File: src/rtl/bank_read_streamer_pkg.sv
`default_nettype none
// ============================================================================
// Module   : bank_read_streamer_pkg
// Brief    : Shared types and constants for the banked read streamer.
// Revision : 1.0 - initial release
// ============================================================================
package bank_read_streamer_pkg;

    localparam int C_DEF_DATA_WIDTH  = 16;
    localparam int C_DEF_ADDR_WIDTH  = 13;
    localparam int C_DEF_NUM_BANKS   = 8;
    localparam int C_DEF_COUNT_WIDTH = 16;

    localparam int C_BUF_DEPTH = 2;
    localparam int C_BUF_CNT_W = 2;

    typedef enum logic [1:0] {
        ST_IDLE   = 2'd0,
        ST_STREAM = 2'd1,
        ST_DRAIN  = 2'd2,
        ST_DONE   = 2'd3
    } state_t;

    // Rows committed after this cycle, not counting a request made this cycle.
    function automatic logic [2:0] f_occupancy(
        input logic [C_BUF_CNT_W-1:0] count,
        input logic                   inflight,
        input logic                   pop
    );
        return {1'b0, count} + {2'b00, inflight} - {2'b00, pop};
    endfunction

endpackage : bank_read_streamer_pkg
`default_nettype wire

File: src/rtl/bank_read_streamer_skid_fifo.sv
`default_nettype none
// ============================================================================
// Module   : stream_skid_fifo
// Brief    : 2-entry FIFO with registered head data/last; no fall-through.
// Revision : 1.0 - initial release
// ============================================================================
module stream_skid_fifo
    import bank_read_streamer_pkg::*;
#(
    parameter int DATA_WIDTH = 128
) (
    input  logic                   clk,
    input  logic                   rst_n,
    input  logic                   i_push,
    input  logic [DATA_WIDTH-1:0]  i_push_data,
    input  logic                   i_push_last,
    input  logic                   i_pop,
    output logic                   o_valid,
    output logic [DATA_WIDTH-1:0]  o_head_data,
    output logic                   o_head_last,
    output logic [C_BUF_CNT_W-1:0] o_count
);

    logic [DATA_WIDTH-1:0]  r_head_data;
    logic                   r_head_last;
    logic [DATA_WIDTH-1:0]  r_tail_data;
    logic                   r_tail_last;
    logic [C_BUF_CNT_W-1:0] r_count;

    logic w_pop;
    logic w_push;

    localparam logic [C_BUF_CNT_W-1:0] C_FULL = C_BUF_CNT_W'(C_BUF_DEPTH);

    assign w_pop  = i_pop & (r_count != '0);
    assign w_push = i_push & ((r_count != C_FULL) | w_pop);

    always_ff @(posedge clk or negedge rst_n) begin
        if (!rst_n) begin
            r_head_data <= '0;
            r_head_last <= 1'b0;
            r_tail_data <= '0;
            r_tail_last <= 1'b0;
            r_count     <= '0;
        end else begin
            case ({w_push, w_pop})
                2'b10: begin
                    if (r_count == '0) begin
                        r_head_data <= i_push_data;
                        r_head_last <= i_push_last;
                    end else begin
                        r_tail_data <= i_push_data;
                        r_tail_last <= i_push_last;
                    end
                    r_count <= r_count + C_BUF_CNT_W'(1);
                end
                2'b01: begin
                    r_head_data <= r_tail_data;
                    r_head_last <= r_tail_last;
                    r_count     <= r_count - C_BUF_CNT_W'(1);
                end
                2'b11: begin
                    // Count is unchanged; the new row lands behind whatever remains.
                    if (r_count == C_BUF_CNT_W'(1)) begin
                        r_head_data <= i_push_data;
                        r_head_last <= i_push_last;
                    end else begin
                        r_head_data <= r_tail_data;
                        r_head_last <= r_tail_last;
                        r_tail_data <= i_push_data;
                        r_tail_last <= i_push_last;
                    end
                end
                default: ;
            endcase
        end
    end

    assign o_valid     = (r_count != '0);
    assign o_head_data = r_head_data;
    assign o_head_last = r_head_last;
    assign o_count     = r_count;

endmodule : stream_skid_fifo
`default_nettype wire

File: src/rtl/bank_read_streamer.sv
`default_nettype none
// ============================================================================
// Module   : bank_read_streamer
// Brief    : Strided lockstep bank reader delivering rows on a valid/ready stream.
// Revision : 1.0 - initial release
// ============================================================================
module bank_read_streamer
    import bank_read_streamer_pkg::*;
#(
    parameter int DATA_WIDTH  = C_DEF_DATA_WIDTH,
    parameter int ADDR_WIDTH  = C_DEF_ADDR_WIDTH,
    parameter int NUM_BANKS   = C_DEF_NUM_BANKS,
    parameter int COUNT_WIDTH = C_DEF_COUNT_WIDTH
) (
    input  logic                            clk,
    input  logic                            rst_n,
    input  logic                            i_start,
    input  logic [ADDR_WIDTH-1:0]           i_cfg_base_addr,
    input  logic [ADDR_WIDTH-1:0]           i_cfg_stride,
    input  logic [COUNT_WIDTH-1:0]          i_cfg_num_words,
    output logic                            o_busy,
    output logic                            o_done,
    output logic [NUM_BANKS-1:0]            o_bs_read_req,
    output logic [NUM_BANKS*ADDR_WIDTH-1:0] o_bs_read_addr,
    input  logic [NUM_BANKS*DATA_WIDTH-1:0] i_bs_read_data,
    output logic                            o_out_valid,
    input  logic                            i_out_ready,
    output logic [NUM_BANKS*DATA_WIDTH-1:0] o_out_data,
    output logic                            o_out_last
);

    localparam int C_ROW_W = NUM_BANKS * DATA_WIDTH;

    state_t                 r_state;
    logic                   r_busy;
    logic                   r_done;
    logic [ADDR_WIDTH-1:0]  r_next_addr;
    logic [ADDR_WIDTH-1:0]  r_last_addr;
    logic [ADDR_WIDTH-1:0]  r_stride;
    logic [COUNT_WIDTH-1:0] r_num;
    logic [COUNT_WIDTH-1:0] r_issued;
    logic                   r_inflight;
    logic                   r_inflight_last;

    logic                   w_pop;
    logic [C_BUF_CNT_W-1:0] w_buf_count;
    logic [2:0]             w_occ;
    logic                   w_req;
    logic                   w_final_issue;
    logic [ADDR_WIDTH-1:0]  w_addr;

    assign w_pop = o_out_valid & i_out_ready;
    assign w_occ = f_occupancy(w_buf_count, r_inflight, w_pop);

    // Capping occupancy at two guarantees a returning read always finds space.
    assign w_req         = (r_state == ST_STREAM) && (w_occ < 3'd2) && (r_issued < r_num);
    assign w_final_issue = w_req && (r_issued == (r_num - COUNT_WIDTH'(1)));
    assign w_addr        = w_req ? r_next_addr : r_last_addr;

    always_ff @(posedge clk or negedge rst_n) begin
        if (!rst_n) begin
            r_state         <= ST_IDLE;
            r_busy          <= 1'b0;
            r_done          <= 1'b0;
            r_next_addr     <= '0;
            r_last_addr     <= '0;
            r_stride        <= '0;
            r_num           <= '0;
            r_issued        <= '0;
            r_inflight      <= 1'b0;
            r_inflight_last <= 1'b0;
        end else begin
            r_done          <= 1'b0;
            r_inflight      <= w_req;
            r_inflight_last <= w_final_issue;

            if (w_req) begin
                r_last_addr <= r_next_addr;
                r_next_addr <= r_next_addr + r_stride;
                r_issued    <= r_issued + COUNT_WIDTH'(1);
            end

            case (r_state)
                ST_IDLE: begin
                    if (i_start) begin
                        r_stride    <= i_cfg_stride;
                        r_num       <= i_cfg_num_words;
                        r_next_addr <= i_cfg_base_addr;
                        r_issued    <= '0;
                        if (i_cfg_num_words == '0) begin
                            r_state <= ST_DONE;
                            r_done  <= 1'b1;
                        end else begin
                            r_state <= ST_STREAM;
                            r_busy  <= 1'b1;
                        end
                    end
                end
                ST_STREAM: begin
                    if (w_final_issue) begin
                        r_state <= ST_DRAIN;
                    end
                end
                ST_DRAIN: begin
                    // Leave as the final row is popped so done lands right after it.
                    if (w_occ == 3'd0) begin
                        r_state <= ST_DONE;
                        r_done  <= 1'b1;
                        r_busy  <= 1'b0;
                    end
                end
                ST_DONE: begin
                    r_state <= ST_IDLE;
                end
                default: begin
                    r_state <= ST_IDLE;
                end
            endcase
        end
    end

    stream_skid_fifo #(
        .DATA_WIDTH (C_ROW_W)
    ) u_skid_fifo (
        .clk         (clk),
        .rst_n       (rst_n),
        .i_push      (r_inflight),
        .i_push_data (i_bs_read_data),
        .i_push_last (r_inflight_last),
        .i_pop       (i_out_ready),
        .o_valid     (o_out_valid),
        .o_head_data (o_out_data),
        .o_head_last (o_out_last),
        .o_count     (w_buf_count)
    );

    assign o_busy         = r_busy;
    assign o_done         = r_done;
    assign o_bs_read_req  = {NUM_BANKS{w_req}};
    assign o_bs_read_addr = {NUM_BANKS{w_addr}};

endmodule : bank_read_streamer
`default_nettype wire

File: config.mk
export PLATFORM = sky130hd
export DESIGN_NAME = bank_read_streamer
export DESIGN_NICKNAME = d
export VERILOG_FILES = /design/src/rtl/bank_read_streamer_pkg.sv /design/src/rtl/bank_read_streamer_skid_fifo.sv /design/src/rtl/bank_read_streamer.sv
export SDC_FILE = /design/constraint.sdc
export NUM_CORES = 1
export LEC_CHECK = 0
export CORE_MARGIN = 8
export CORE_UTILIZATION = 50
export DETAILED_ROUTE_END_ITERATION = 8
export GPL_ROUTABILITY_DRIVEN = 0
export PLACE_DENSITY_LB_ADDON = 0.1
export SLEW_MARGIN = 0
export SYNTH_ARGS = -nofsm -noshare
export SYNTH_HDL_FRONTEND = slang
export SYNTH_SLANG_ARGS = --single-unit
File: constraint.sdc
create_clock -name clk -period 7.65 [get_ports clk]
set_clock_uncertainty 0.15 [all_clocks]
set_input_delay 1.53 -clock clk [delete_from_list [all_inputs] [get_ports clk]]
set_output_delay 1.53 -clock clk [all_outputs]
set_load 0.02 [all_outputs]
# Word level (Yosys, flattened, before mapping)
# Index checks and enable logic that the tools add are counted.
# totals
output_inout_bits	244
register_bits	337
# classes
n_eq_ne	16
reduce_logical	17
muxes	33
magnitude_cmp	2
bitwise	3
n_addsub	7
# op_table
op	count
128-bit two-way mux	4
128-bit one-hot mux with 3 select lines	1
128-bit one-hot mux with 2 select lines	1
13-bit two-way mux	4
16-bit two-way mux	3
16-bit by 1-bit adder with 16-bit output, second input constant	1
16-bit equality test	1
16-bit logical NOT	1
16-bit less-than comparator	1
16-bit by 1-bit subtractor with 16-bit output, second input constant	1
2-bit != test, second input constant	7
13-bit adder	1
1-bit two-way mux	10
2-bit equality test, second input constant	4
2-bit two-way mux	4
2-bit one-hot mux with 4 select lines	1
2-bit nonzero test	4
2-bit by 1-bit equality test with 1-bit output, second input constant	3
1-bit one-hot mux with 2 select lines	3
3-bit AND reduction	2
2-bit logical NOT	2
2-bit one-hot mux with 2 select lines	1
2-bit AND reduction	2
4-bit AND reduction	1
12 further kinds	15

# Depth between registers and ports, before layout
# Gate-level depths: netlist of the first run.
# depth
depth_word	9
depth_mapped	18
mapped_depth_nobuf	17

# Modules after synthesis
# A second synthesis of the first run with hierarchy kept.
# hier_totals
cells_unflattened	1671
hier_area_um2	17006.3
# by_module_without_submodules
mod	instances	area_each_um2	cells_per_inst	seq_area_each_um2
stream_skid_fifo	1	11501.0	1039	6506.2
bank_read_streamer	1	5505.3	632	1926.8

# Worst setup path after synthesis of the first run
# OpenSTA, ideal clock, no wires.
# synth_timing
path_type	input port to output port
startpoint	input port i_out_ready
endpoint	output port o_bs_read_addr[14]
n_path_buf	3
required_time_ns	5.970
path_stages	14
arrival_ns	5.203
setup_slack_ns	0.767
cell_sequence	nand2_1 > inv_1 > ha_1 > inv_1 > ha_1 > fa_1 > xnor2_1 > or4b_2 > nor3_1 > a21oi_1 > clkbuf_1 > clkbuf_1 > o21ai_0 > buf_4
# synth_between
elab_chain_len	6
# synth_rtl
element	line	rtl
start: declaration	bank_read_streamer.sv:27	input logic i_out_ready,
1-bit bitwise AND	bank_read_streamer.sv:52	assign w_pop = o_out_valid & i_out_ready;
3-bit by 1-bit subtractor with 3-bit output	bank_read_streamer_pkg.sv:30	return {1'b0, count} + {2'b00, inflight} - {2'b00, pop};
3-bit by 2-bit less-than comparator with 1-bit output	bank_read_streamer.sv:56	assign w_req = (r_state == ST_STREAM) && (w_occ < 3'd2) && (r_issued < r_num);
1-bit logical AND (2 in series)	bank_read_streamer.sv:56	
13-bit two-way mux	-	
end: declaration	bank_read_streamer.sv:24	output logic [NUM_BANKS*ADDR_WIDTH-1:0] o_bs_read_addr,
# No other way between the ends.

# Worst setup path in the final report of the first run
# layout_timing
startpoint	input port i_out_ready
endpoint	output port o_bs_read_addr[80]
# The elaborated chain is that of the path after synthesis.

==> results of run 1 <==
-- synth_stat cells (5+ instances only) --
| master | instances |
|---|---|
| nor4_1 | 14 |
| clkbuf_1 | 71 |
| nor2b_1 | 5 |
| nor2_1 | 42 |
| ha_1 | 38 |
| mux2i_1 | 136 |
| nand2_1 | 214 |
| dfrtp_1 | 337 |
| buf_4 | 99 |
| nand3_1 | 13 |
| a21oi_1 | 23 |
| o21ai_0 | 171 |
| mux2_2 | 142 |
| xnor2_1 | 29 |
| xor2_1 | 9 |
| and3_1 | 6 |
| nand2b_1 | 5 |
| nor3_1 | 15 |
| nand4_1 | 6 |
| inv_1 | 36 |
-- metal layers --
metal / part of all wire [%] / routed length, um / GRT usage (%)
met4: 2.6 / 1110 / 6.91
met2: 49 / 20500 / 36.1
met1: 42 / 17700 / 26.5
met5: 0 / 0 / 0
met3: 6.6 / 2790 / 5.32
-- cell families after synthesis --
logic type / Yosys count
AOI/OAI and AO/OA: 235
xor gates and xnor gates: 38
adders and majority gates: 40
buffers and inverters: 209
DFF: 337
muxes: 278
and+or+nand+nor: 333
-- worst min path at each step --
stage,startpoint,end,slack (ns),depth (start not counted)
finish,u_skid_fifo.o_head_data[50],u_skid_fifo.o_head_data[50],0.32,2
global placement,u_skid_fifo.o_head_data[14],u_skid_fifo.o_head_data[14],0.31,2
CTS,u_skid_fifo.o_head_data[51],u_skid_fifo.o_head_data[51],0.33,2
global route,u_skid_fifo.o_head_data[50],u_skid_fifo.o_head_data[50],0.35,2
floorplan,r_stride[0],r_stride[0],0.30,2
detailed placement,u_skid_fifo.o_head_data[51],u_skid_fifo.o_head_data[51],0.32,2
-- stage by stage --
stage | area [um2] | setup WS, ns | hold WS, ns | cells | utilization [%]
4_1_cts | 21100 | 0.223 | 0.331 | 2190 | 66.8
2_1_floorplan | 16100 | 0.767 | 0.300 | 1470 | -
5_1_grt | 21200 | 0.0596 | 0.349 | 2197 | 66.9
3_5_place_dp | 20000 | 0.220 | 0.319 | 2128 | 63.1
6_report | 21200 | 0.254 | 0.323 | 2198 | 66.9
3_3_place_gp | 20000 | 0.354 | 0.311 | 2128 | 63.1
-- registers in the layout (all words and copies together) (netlist names) --
signal and cells:
r_num 16, u_skid_fifo.o_head_last 1, r_state 2, u_skid_fifo.o_count 2, r_stride 13, u_skid_fifo.o_head_data 128
o_done 1, u_skid_fifo.r_tail_data 128, r_next_addr 13, u_skid_fifo.r_tail_last 1, r_inflight 1, r_inflight_last 1
r_last_addr 13, o_busy 1, r_issued 16
-- layout make-up --
class                           instances  area (um2)
Multi-Input combinational cell        924        6590
Clock inverter                         10         133
Tap cell                              402         503
Fill cell                            2413       10500
Sequential cell                       337        8430
Timing Repair Buffer                  428        4300
Inverter                               37         139
Clock buffer                           52        1050
Antenna cell                            8        20.0
-- power groups by stage --
stage	combinational [uW]	clock (uW)	sequential, uW
2_1_floorplan	3520	0	3390
3_5_place_dp	5640	0	3140
6_report	5600	1750	3110
4_1_cts	5680	1790	3110
3_3_place_gp	5540	0	3100
5_1_grt	6030	1870	3210
-- tightest hold or removal path, stage by stage, from the launching register on --
cell	delay, ns
dfrtp_1	0.34
nand2_1	0.04
o21ai_0	0.06
==> flow_metrics.py, run 1 <==
metrics = {
    "power_and_ir_drop": {
        "p_leak_uw": 0.00957,
        "combPwrFrac_pct": 53.6,
        "power.density_nw_per_um2": 494,
        "p_switching_uw": 4150,
        "p_int_uw": 6310,
        "clock_power_share_pct": 16.7,
        "peakVddDrop_mv": 0.441,
        "switching_share_pct": 39.7,
        "p_seq_share_pct": 29.7,
        "power_uw": 10500,
    },
    "floorplan": {
        "rows": 65,
        "core_um2": 31600,
        "fp.dieH_um": 196,
        "die_w_um": 196,
        "num_io_pins": 418,
        "dieArea_um2": 38300,
        "start_util_pct": 51.0,
    },
    "timing": {
        "hold_viol_final": 0,
        "relSlewSlack_pct": 33.5,
        "fin_setup_tns_ns": 0,
        "setup_viol": 0,
        "fmax_mhz": 135,
        "rsz0062_at_grt": "false",
        "maxSlewViolCount": 0,
        "fin_crit_ns": 7.40,
        "fin_crit_sh_pct": 96.7,
        "tightestPinTransition_ns": 0.998,
    },
    "critical_path": {
        "crit_chain": "clkdlybuf4s50_1, nand2_1, inv_1, ha_1, inv_1, ha_1, fa_1, or4b_2, nor3_1, a21oi_4, mux2_2, clkdlybuf4s50_1",
        "cp_top_family": "buffers and inverters",
        "cp_max_fo": 23,
        "path_buf_inv": 4,
        "r2r_slack_ns": 2.74,
        "worst-setup-path-type": "input port to output port",
        "critPathRequiredTime_ns": 5.97,
        "crit_path_start_kind": "input port",
        "cp.arrival_ns": 5.72,
        "r2r_cells": 17,
        "cpMaxStageDelayCell": "or4b_2",
        "crit_start": "i_out_ready",
        "rr_startpoint": "u_skid_fifo.o_count[1]",
        "end_kind": "output port",
        "crit_cells": 12,
        "r2r-end": "r_state[1]",
        "cp-endpoint": "o_bs_read_addr[80]",
        "cpPeakStageDelay_ns": 0.69,
    },
    "synth": {
        "muxShareOfSynthArea_pct": 18.3,
        "synth-async-reset-ratio_pct": 100,
        "synth_area_um2": 16100,
        "syn-num-nets": 1684,
        "synth_seq_area_share_pct": 52.2,
        "synth_adder_area_share_pct": 3.19,
        "synth_edf_count": 0,
        "ys.warnings.count": 0,
        "synth_top_family_by_area": "multiplexers",
        "synth_compound_area_share_pct": 8.13,
        "synth-xor-area-share_pct": 2.06,
        "syn_avg_cell_area_um2": 11.0,
        "synth_simple_gate_area_share_pct": 8.82,
        "yosys.area.top_type_share_pct": 52.2,
        "ys.flop_type": "dfrtp_1",
        "syn_inst": 1470,
        "synth.distinct_cells": 57,
        "synth-seq-cells": 337,
        "synthTopCellsByArea": "dfrtp_1 52%, mux2_2 9.9%, mux2i_1 8.4%, o21ai_0 5.3%, nand2_1 5.0%",
        "yosysTopAreaCell": "dfrtp_1",
    },
    "global_routing": {
        "grt_first_pass_wirelength_um": 66300,
        "grt_pass1_vias": 12200,
        "grt_max_degree": 259,
        "grt_overflow": 0,
        "grt_use_total_pct": 21.3,
        "antenna_found_initial": 7,
    },
    "route": {
        "vias": 11700,
        "drt.antenna.violating_nets": 0,
        "drc": 0,
        "via_per_inst": 5.31,
        "wl_per_cell_um": 19.2,
        "first_pass_iters": 5,
        "drt_iter0_drc": 737,
        "routed_wl_um": 42100,
    },
    "status": {
        "status": "finished, final reports clean",
    },
    "cts": {
        "holdBufCountCts": 0,
        "insertion_delay_ns": 0.51,
        "cts_tree": "done",
        "clk_pin_slew_ns": 0.05,
        "cts_root_buf": "clkbuf_16",
        "cts_resized": 0,
        "clock_path_buffers": 3,
        "cts_made_buffers": 37,
        "post_cts_buffers": 0,
        "cts_sinks": 337,
        "cts_max_level": 2,
    },
    "min_path": {
        "hp-class": "register to register",
    },
    "layout": {
        "nets": 1979,
        "layout_commonest_cell": "clkdlybuf4s50_1",
        "final_cell_mix": "416 x clkdlybuf4s50_1, 337 x dfrtp_1, 213 x nand2_1, 171 x o21ai_0, 142 x mux2_2",
        "area_growth_pct": 31.1,
        "drive_above_1_share_pct": 12.3,
    },
    "place": {
        "dp_hpwl_um": 29600,
        "portBuffers": 417,
    },
    "run": {
        "drv_cap": 0,
    },
}
No activity file was read; power rests on OpenSTA's default activity.
==> run 2: changes to the inputs <==
Settings changed: CORE_UTILIZATION 50 to 30.
Clock period 7.65 ns to 9.4 ns, I/O delays scaled along.
==> flow_metrics.py, run 2 (synthesis results as in run 1) <==
metrics = {
    "timing": {
        "rsz0062_at_grt": "false",
        "tightestPinTransition_ns": 1.25,
        "relSlewSlack_pct": 16.9,
        "fin_setup_tns_ns": 0,
        "maxSlewViolCount": 0,
        "fin_crit_ns": 8.21,
        "fin_ws_ns": 1.19,
        "fmax_mhz": 122,
        "hold_ws_ns": 0.326,
        "fin_crit_sh_pct": 87.4,
        "setup_viol": 0,
        "hold_viol_final": 0,
    },
    "critical_path": {
        "r2r-end": "r_issued[6]",
        "path_buf_inv": 4,
        "cpPeakStageDelay_ns": 0.79,
        "cp.arrival_ns": 6.18,
        "worst-setup-path-type": "input port to output port",
        "cp_top_family": "buffers and inverters",
        "cp_max_fo": 9,
        "r2r_slack_ns": 4.68,
        "cp-endpoint": "o_bs_read_addr[1]",
        "crit_path_start_kind": "input port",
        "crit_chain": "clkdlybuf4s50_1, nand2_1, inv_1, ha_1, inv_1, ha_1, fa_1, or4b_2, nor3_1, a21oi_4, o21ai_0, clkdlybuf4s50_1",
        "critPathRequiredTime_ns": 7.37,
        "crit_cells": 12,
        "r2r_cells": 18,
        "crit_start": "i_out_ready",
        "rr_startpoint": "u_skid_fifo.o_count[1]",
        "cpMaxStageDelayCell": "clkdlybuf4s50_1",
        "end_kind": "output port",
    },
    "cts": {
        "cts_root_buf": "clkbuf_16",
        "clock_path_buffers": 3,
        "cts_resized": 0,
        "clk_pin_slew_ns": 0.05,
        "insertion_delay_ns": 0.55,
        "post_cts_buffers": 0,
        "cts_made_buffers": 42,
        "cts_max_level": 2,
        "cts_tree": "done",
        "holdBufCountCts": 0,
        "cts_sinks": 337,
    },
    "floorplan": {
        "num_io_pins": 418,
        "rows": 85,
        "core_um2": 53500,
        "die_w_um": 248,
        "dieArea_um2": 61500,
        "start_util_pct": 30.2,
        "fp.dieH_um": 248,
    },
    "power_and_ir_drop": {
        "switching_share_pct": 40.0,
        "p_seq_share_pct": 29.1,
        "p_int_uw": 5190,
        "p_leak_uw": 0.00964,
        "power.density_nw_per_um2": 399,
        "peakVddDrop_mv": 0.439,
        "p_switching_uw": 3460,
        "combPwrFrac_pct": 52.8,
        "clock_power_share_pct": 18.1,
    },
    "route": {
        "drt.antenna.violating_nets": 0,
        "drc": 0,
        "wl_per_cell_um": 18.7,
        "via_per_inst": 4.57,
        "first_pass_iters": 4,
        "drt_iter0_drc": 529,
        "routed_wl_um": 46800,
        "vias": 11400,
    },
    "global_routing": {
        "antenna_found_initial": 7,
        "grt_overflow": 0,
        "grt_max_degree": 259,
        "grt_first_pass_wirelength_um": 71500,
        "grt_pass1_vias": 11800,
        "grt_use_total_pct": 14.9,
    },
    "min_path": {
        "hp-class": "register to register",
    },
    "place": {
        "portBuffers": 417,
        "dpl_worst_slack_ns": 1.14,
        "dp_hpwl_um": 32100,
    },
    "layout": {
        "nets": 1984,
        "area_growth_pct": 34.3,
        "layout_commonest_cell": "clkdlybuf4s50_1",
        "final_cell_mix": "416 x clkdlybuf4s50_1, 337 x dfrtp_1, 213 x nand2_1, 171 x o21ai_0, 142 x mux2_2",
        "drive_above_1_share_pct": 12.9,
    },
    "run": {
        "drv_cap": 0,
    },
    "status": {
        "status": "finished, final reports clean",
    },
}
[run 2: power groups by stage]
stage | combinational, uW | sequential (uW) | clock (uW)
after floorplan | 2860 | 2760 | 0
after global placement | 4610 | 2530 | 0
after detailed placement | 4640 | 2550 | 0
after CTS | 4660 | 2530 | 1630
after global routing | 4960 | 2620 | 1690
final | 4570 | 2520 | 1570
[run 2: layout make-up]
cell class	instances	area (um2)
Fill cell	5193	31800
Multi-Input combinational cell	924	6590
Inverter	37	139
Clock inverter	12	85.1
Tap cell	696	871
Sequential cell	337	8430
Timing Repair Buffer	428	4290
Clock buffer	63	1260
Antenna cell	3	7.51
[run 2: routing by layer]
layer | vias up | GRT usage [%] | routed length [um]
met3 | 55 | 4.20 | 2860
met1 | 5506 | 18.9 | 20600
met4 | 8 | 3.90 | 892
met2 | 278 | 24.6 | 22400
met5 | - | 0 | 55
li1 | 5571 | - | -
[run 2: worst min path at each step]
stage / from / cells past startpoint / endpoint / slack (ns)
6_report: u_skid_fifo.o_head_data[109] / 2 / u_skid_fifo.o_head_data[109] / 0.33
2_1_floorplan: r_stride[0] / 2 / r_stride[0] / 0.30
4_1_cts: u_skid_fifo.o_head_data[69] / 2 / u_skid_fifo.o_head_data[69] / 0.33
3_3_place_gp: u_skid_fifo.o_head_data[127] / 2 / u_skid_fifo.o_head_data[127] / 0.31
5_1_grt: r_stride[9] / 2 / r_stride[9] / 0.35
3_5_place_dp: u_skid_fifo.o_head_data[69] / 2 / u_skid_fifo.o_head_data[69] / 0.32
[run 2: per-stage QoR]
step           instance area (um2)  power [uW]  util (%)  instances
6_report                     21700        8650      40.5       2500
5_1_grt                      21700        9270      40.5       2500
4_1_cts                      21700        8820      40.5       2497
3_5_place_dp                 20300        7190      38.0       2422
3_3_place_gp                 20300        7130      38.0       2422
2_1_floorplan                16100        5620         -       1470
[run 2: worst reg2reg max path, delay by kind of cell, from the launching register on]
kind,cells,cell delay (ns)
DFF,1,0.40
buffers and inverters,6,1.21
AOI/OAI and AO/OA,1,0.12
adders and majority gates,4,1.12
and+or+nand+nor,5,1.34
xor gates and xnor gates,2,0.27
